===== config.mk =====
export PLATFORM = sky130hd
export DESIGN_NAME = aes_sbox_sched
export DESIGN_NICKNAME = d
export VERILOG_FILES = /design/src/rtl/aes_pkg.sv /design/src/rtl/aes_sbox_sched.sv
export SDC_FILE = /design/constraint.sdc
export NUM_CORES = 1
export LEC_CHECK = 0
export ABC_CLOCK_PERIOD_IN_PS = 8200
export CORE_AREA = 2 2 187 189
export DETAILED_ROUTE_END_ITERATION = 10
export DIE_AREA = 0 0 189 191
export GPL_TIMING_DRIVEN = 0
export PLACE_DENSITY = 0.9
export SLEW_MARGIN = 20
export SYNTH_ARGS = -nofsm -noshare
export SYNTH_HDL_FRONTEND = slang
export SYNTH_SLANG_ARGS = --single-unit

===== constraint.sdc =====
create_clock -name clk -period 8.2 [get_ports clk]
set_input_delay 1.64 -clock clk [delete_from_list [all_inputs] [get_ports clk]]
set_output_delay 1.64 -clock clk [all_outputs]
set_load 0.1 [all_outputs]

===== src/rtl/aes_pkg.sv =====
// Shared AES scheduling types: FSM states, job owner and per-requester byte counts.
package aes_pkg;

  typedef enum logic [1:0] {
    IDLE  = 2'd0,
    RUN   = 2'd1,
    DRAIN = 2'd2,
    DONE  = 2'd3
  } sched_state_t;

  typedef enum logic {
    OWN_ST = 1'b0,
    OWN_KS = 1'b1
  } owner_t;

  localparam logic [4:0] ST_BYTES = 5'd16;
  localparam logic [4:0] KS_BYTES = 5'd4;

endpackage


===== src/rtl/aes_sbox_sched.sv =====
// Round-robin scheduler sharing one AES S-box between SubBytes (16 B) and SubWord (4 B) jobs.
// Handshake: req is a level held until the one-cycle gnt; done pulses with result valid.
module aes_sbox_sched
  import aes_pkg::*;
#(
  parameter int SBOX_PIPE = 0
) (
  input  logic         clk,
  input  logic         rst_n,
  input  logic         st_req,
  input  logic [127:0] st_data,
  output logic         st_gnt,
  output logic         st_done,
  output logic [127:0] st_result,
  input  logic         ks_req,
  input  logic [31:0]  ks_data,
  output logic         ks_gnt,
  output logic         ks_done,
  output logic [31:0]  ks_result,
  output logic [7:0]   sb_in,
  input  logic [7:0]   sb_out,
  output logic         busy
);

  sched_state_t state;
  owner_t       owner;
  owner_t       last_owner;
  owner_t       grant_own;
  logic         grant_any;

  logic [127:0] working;
  logic [127:0] acc;
  logic [127:0] acc_nxt;
  logic [4:0]   iss_cnt;
  logic [4:0]   n_bytes;

  // sb_vld/sb_idx tag the byte currently on sb_in; p_* is the same tag one cycle later.
  logic         sb_vld;
  logic [3:0]   sb_idx;
  logic         p_vld;
  logic [3:0]   p_idx;
  logic         cap_vld;
  logic [3:0]   cap_idx;
  logic         last_issue_on_bus;

  assign busy = (state != IDLE);

  assign grant_any = st_req | ks_req;
  assign grant_own = (st_req && ks_req) ? ((last_owner == OWN_ST) ? OWN_KS : OWN_ST)
                   : (ks_req ? OWN_KS : OWN_ST);

  assign cap_vld = (SBOX_PIPE != 0) ? p_vld : sb_vld;
  assign cap_idx = (SBOX_PIPE != 0) ? p_idx : sb_idx;
  assign last_issue_on_bus = sb_vld && ({1'b0, sb_idx} == (n_bytes - 5'd1));

  always_comb begin
    acc_nxt = acc;
    if (cap_vld) acc_nxt[{cap_idx, 3'b000} +: 8] = sb_out;
  end

  always_ff @(posedge clk or negedge rst_n) begin
    if (!rst_n) begin
      state      <= IDLE;
      owner      <= OWN_ST;
      last_owner <= OWN_ST;
      working    <= '0;
      acc        <= '0;
      iss_cnt    <= '0;
      n_bytes    <= '0;
      sb_vld     <= 1'b0;
      sb_idx     <= '0;
      p_vld      <= 1'b0;
      p_idx      <= '0;
      sb_in      <= '0;
      st_gnt     <= 1'b0;
      ks_gnt     <= 1'b0;
      st_done    <= 1'b0;
      ks_done    <= 1'b0;
      st_result  <= '0;
      ks_result  <= '0;
    end else begin
      st_gnt  <= 1'b0;
      ks_gnt  <= 1'b0;
      st_done <= 1'b0;
      ks_done <= 1'b0;
      p_vld   <= sb_vld;
      p_idx   <= sb_idx;
      acc     <= acc_nxt;
      case (state)
        // The DONE cycle itself never shows a gnt; its arbitration lands on the next cycle.
        IDLE, DONE: begin
          sb_in  <= '0;
          sb_vld <= 1'b0;
          if (grant_any) begin
            owner      <= grant_own;
            last_owner <= grant_own;
            iss_cnt    <= '0;
            acc        <= '0;
            state      <= RUN;
            if (grant_own == OWN_KS) begin
              ks_gnt  <= 1'b1;
              working <= {96'b0, ks_data};
              n_bytes <= KS_BYTES;
            end else begin
              st_gnt  <= 1'b1;
              working <= st_data;
              n_bytes <= ST_BYTES;
            end
          end else begin
            state <= IDLE;
          end
        end
        RUN: begin
          if (iss_cnt < n_bytes) begin
            sb_in   <= working[7:0];
            working <= working >> 8;
            sb_vld  <= 1'b1;
            sb_idx  <= iss_cnt[3:0];
            iss_cnt <= iss_cnt + 5'd1;
          end else begin
            sb_in  <= '0;
            sb_vld <= 1'b0;
          end
          if (last_issue_on_bus) begin
            if (SBOX_PIPE == 0) begin
              state <= DONE;
              if (owner == OWN_ST) begin
                st_result <= acc_nxt;
                st_done   <= 1'b1;
              end else begin
                ks_result <= acc_nxt[31:0];
                ks_done   <= 1'b1;
              end
            end else begin
              state <= DRAIN;
            end
          end
        end
        DRAIN: begin
          sb_in  <= '0;
          sb_vld <= 1'b0;
          state  <= DONE;
          if (owner == OWN_ST) begin
            st_result <= acc_nxt;
            st_done   <= 1'b1;
          end else begin
            ks_result <= acc_nxt[31:0];
            ks_done   <= 1'b1;
          end
        end
        default: state <= IDLE;
      endcase
    end
  end

endmodule


==> summary.txt <==
Synthesis
  – Cell variety after synth: 60
  – Share of flip-flops with an asynchronous set or reset after synthesis: 1.000
  – Top post-synthesis cells by area: sky130_fd_sc_hd__dfrtp_1, sky130_fd_sc_hd__mux2i_1, sky130_fd_sc_hd__inv_1, sky130_fd_sc_hd__a22oi_1, sky130_fd_sc_hd__o21ai_0
  – Fraction of the yosys area taken by sequential cells: 0.5759
  – Flops & latches, synth: 442
  – Most used flip-flop cell after synthesis: sky130_fd_sc_hd__dfrtp_1
  – Post-Syn Instances: 1710
  – Post-synth net total: 1889
  – Post-synth EDFFs: 0
  – Most common cell in the synthesized netlist: sky130_fd_sc_hd__dfrtp_1
  – Post-synthesis area per instance: 11.23 um2
  – Yosys top cell area share: 0.5759
  – Largest area contributor in the netlist: sky130_fd_sc_hd__dfrtp_1
  – Synthesized area: 0.01921 mm2
  – Commonest cells in the synthesized netlist: sky130_fd_sc_hd__dfrtp_1, sky130_fd_sc_hd__mux2i_1, sky130_fd_sc_hd__inv_1
  – Yosys warning count: 0

Global route
  – Initial antenna violation count: 1
  – Via count of the first global-routing pass: 15440
  – Wire length of the first global-routing pass: 83840 um
  – Overflow left after global routing: 0
  – Overall global routing resource usage: 0.2962
  – Pin count of the biggest net entering global routing: 108

Hold path
  – Type of the worst min-delay path: reg -> reg

Run
  – Max capacitance violation total: 0

Pwr
  – Standby leakage power: 0.01092 uW
  – Pwr/cell area: 428.1 mW/mm2
  – Worst IR drop on VDD: 331.7 uV

Setup path
  – Slowest cell on the critical path: sky130_fd_sc_hd__clkdlybuf4s50_1
  – Setup CP Type: reg -> out
  – Setup slack on the worst flop-to-flop path: 4760 ps
  – Kind of cell with the highest combined delay on the critical path: buffers and inverters
  – Max incr delay on CP: 1170 ps
  – Nature of the critical path startpoint: flip-flop
  – Setup crit end kind: output port
  – Data arrival, critical path: 2430 ps
  – Critical-path maximum fanout: 3
  – Buffer and inverter count on the worst path: 3
  – Data required time of the worst path: 6560 ps
  – Most prevalent standard cell on the critical path: sky130_fd_sc_hd__inv_1
  – Critical-path cell list: inv_1 -> ha_1 -> inv_1 -> clkdlybuf4s50_1

STA
  – Minimum clock period: 4067 ps
  – Setup violators final: 0
  – F_max: 245.9 MHz
  – Final hold violation count: 0
  – Max-slew violation count: 0
  – Maximum clock skew at final layout: 14.28 ps
  – Slew at the pin closest to its max-slew limit: 1154 ps
  – Worst hold-check slack: 477.4 ps
  – RSZ-0062 raised after global routing: false
  – Final setup TNS: 0 ps
  – Ratio of final minimum period to clock period: 0.4960
  – Normalized max-slew margin: 0.2208

CTS
  – Root buf cell: sky130_fd_sc_hd__clkbuf_16
  – Clock latency on the worst-skew pair: 540 ps
  – Worst-case clock buffer depth: 3
  – TritonCTS clock tree: yes
  – Post-CTS clock slew at the launch and capture registers of the worst setup and hold paths: 60 ps
  – Post CTS Setup Buffer Count: 0
  – Post-CTS Hold Buffers: 0
  – Total clock buffers created by CTS: 43
  – Number of H-tree levels: 2
  – Clock Sink Count: 442
  – CTS resizes: 0

Cells and area
  – Signed area change from the synthesized netlist to the final layout: 28.06%
  – Antenna cells: 0
  – Share of final-layout standard cells stronger than drive strength 1: 0.08098
  – Core Util, Final: 0.7209
  – Final layout net count: 2275

Floorplan
  – Area of the die: 0.03610 mm2
  – Initial Utilization: 0.5630
  – Die height: 191 um
  – Die Width: 189 um
  – Floorplan core area: 0.03412 mm2
  – # IOs: 345
  – Number of placement rows: 68

Routing
  – Post-detailed-routing wire length: 53340 um
  – Routed length per instance: 20.68 um
  – Number of vias per cell after detailed routing: 5.801
  – DR pass1 iterations: 5
  – Via count: 14960
  – DRC Markers: 0
  – Count of routing violations after the opening detailed-route iteration: 1425
  – DRT antenna net count: 0

Run status
  – Result of the run: finished clean

Place
  – Final GP Congestion: 0.9042
  – Post-detail-place hpwl: 37350 um
  – # port buffers: 337
final timing paths:
check | depth (start not counted) | from | endpoint
worst max-delay path | 4 | state[0] | busy
worst min-delay path | 1 | working[2] | sb_in[2]
worst max register to register | 9 | cap_idx[0] | ks_result[6]
worst min register to register | 1 | working[2] | sb_in[2]
max in group asynchronous | 3 | rst_n | working[15]
min in group asynchronous | 1 | rst_n | acc[90]
layout make-up:
cell class / instances / area [um2]
repair buffers: 341 / 3488
clock buffers: 66 / 1274
well taps: 455 / 569.3
multi-input cells: 921 / 6728
flip-flops and latches: 442 / 11060
plain buffers: 122 / 574.3
fillers: 2198 / 9522
clock inverters: 7 / 57.56
inverters: 225 / 844.6
routing by layer:
metal	up-vias	share of wire	GRT usage
li1	6581	-	-
met1	7514	0.37	0.3600
met4	2	0.044	0.1232
met5	-	0.00024	0
met3	155	0.085	0.06628
met2	708	0.50	0.5118
flip-flops by register name (all words and copies together), names as in the netlist:
name and flops:
cap_idx 4, state 2, cap_vld 1, iss_cnt 5
working 128, ks_result 32, acc 128, n_bytes 2
ks_gnt 1, ks_done 1, sb_in 8, st_result 128
st_done 1, st_gnt 1
cell families after synthesis:
logic type,after synthesis,share of synthesized area
flops,442,0.5759
fa+ha+maj,7,0.004560
simple gates,299,0.07713
buf+inv,347,0.07387
xor+xnor,3,0.001759
compound gates,317,0.1113
mux,295,0.1556
per-stage QoR:
| stage | cell area [um2] | setup slack (ps) | total power [uW] | instances |
|---|---|---|---|---|
| floorplan | 19210 | 5151 | 7082 | 1710 |
| global placement | 23150 | -12980 | 8399 | 2502 |
| detailed placement | 23260 | 3776 | 8572 | 2506 |
| CTS | 24600 | 4143 | 10500 | 2579 |
| global route | 24600 | 4104 | 10980 | 2579 |
| finish | 24600 | 4133 | 10530 | 2579 |
power breakdown:
part	internal (uW)	total, uW	switching, uW	leakage (uW)
clock network	1070	1900	826	0.000654
logic	1500	5470	3970	0.00446
registers	2790	3160	364	0.00580
placed cells by master (no fill, tap or decap), types with 37 or more instances in the layout:
cell / instances
sky130_fd_sc_hd__dfrtp_1: 442
sky130_fd_sc_hd__clkdlybuf4s50_1: 336
sky130_fd_sc_hd__mux2i_1: 267
sky130_fd_sc_hd__inv_1: 225
sky130_fd_sc_hd__nor2_1: 127
sky130_fd_sc_hd__o21ai_0: 100
sky130_fd_sc_hd__a22oi_1: 88
sky130_fd_sc_hd__clkbuf_1: 70
sky130_fd_sc_hd__nand2_1: 70
sky130_fd_sc_hd__o21ai_1: 44
sky130_fd_sc_hd__clkbuf_16: 44
sky130_fd_sc_hd__buf_2: 37
worst reg2reg max path, delay by kind of cell (launching register included):
family	cells	cell delay, ps
and+or+nand+nor	2	1130
adders and majority gates	1	330
buffers and inverters	4	850
AOI/OAI and AO/OA	1	170
DFF	1	360
muxes	1	460
No activity file was read; power rests on OpenSTA's default activity.
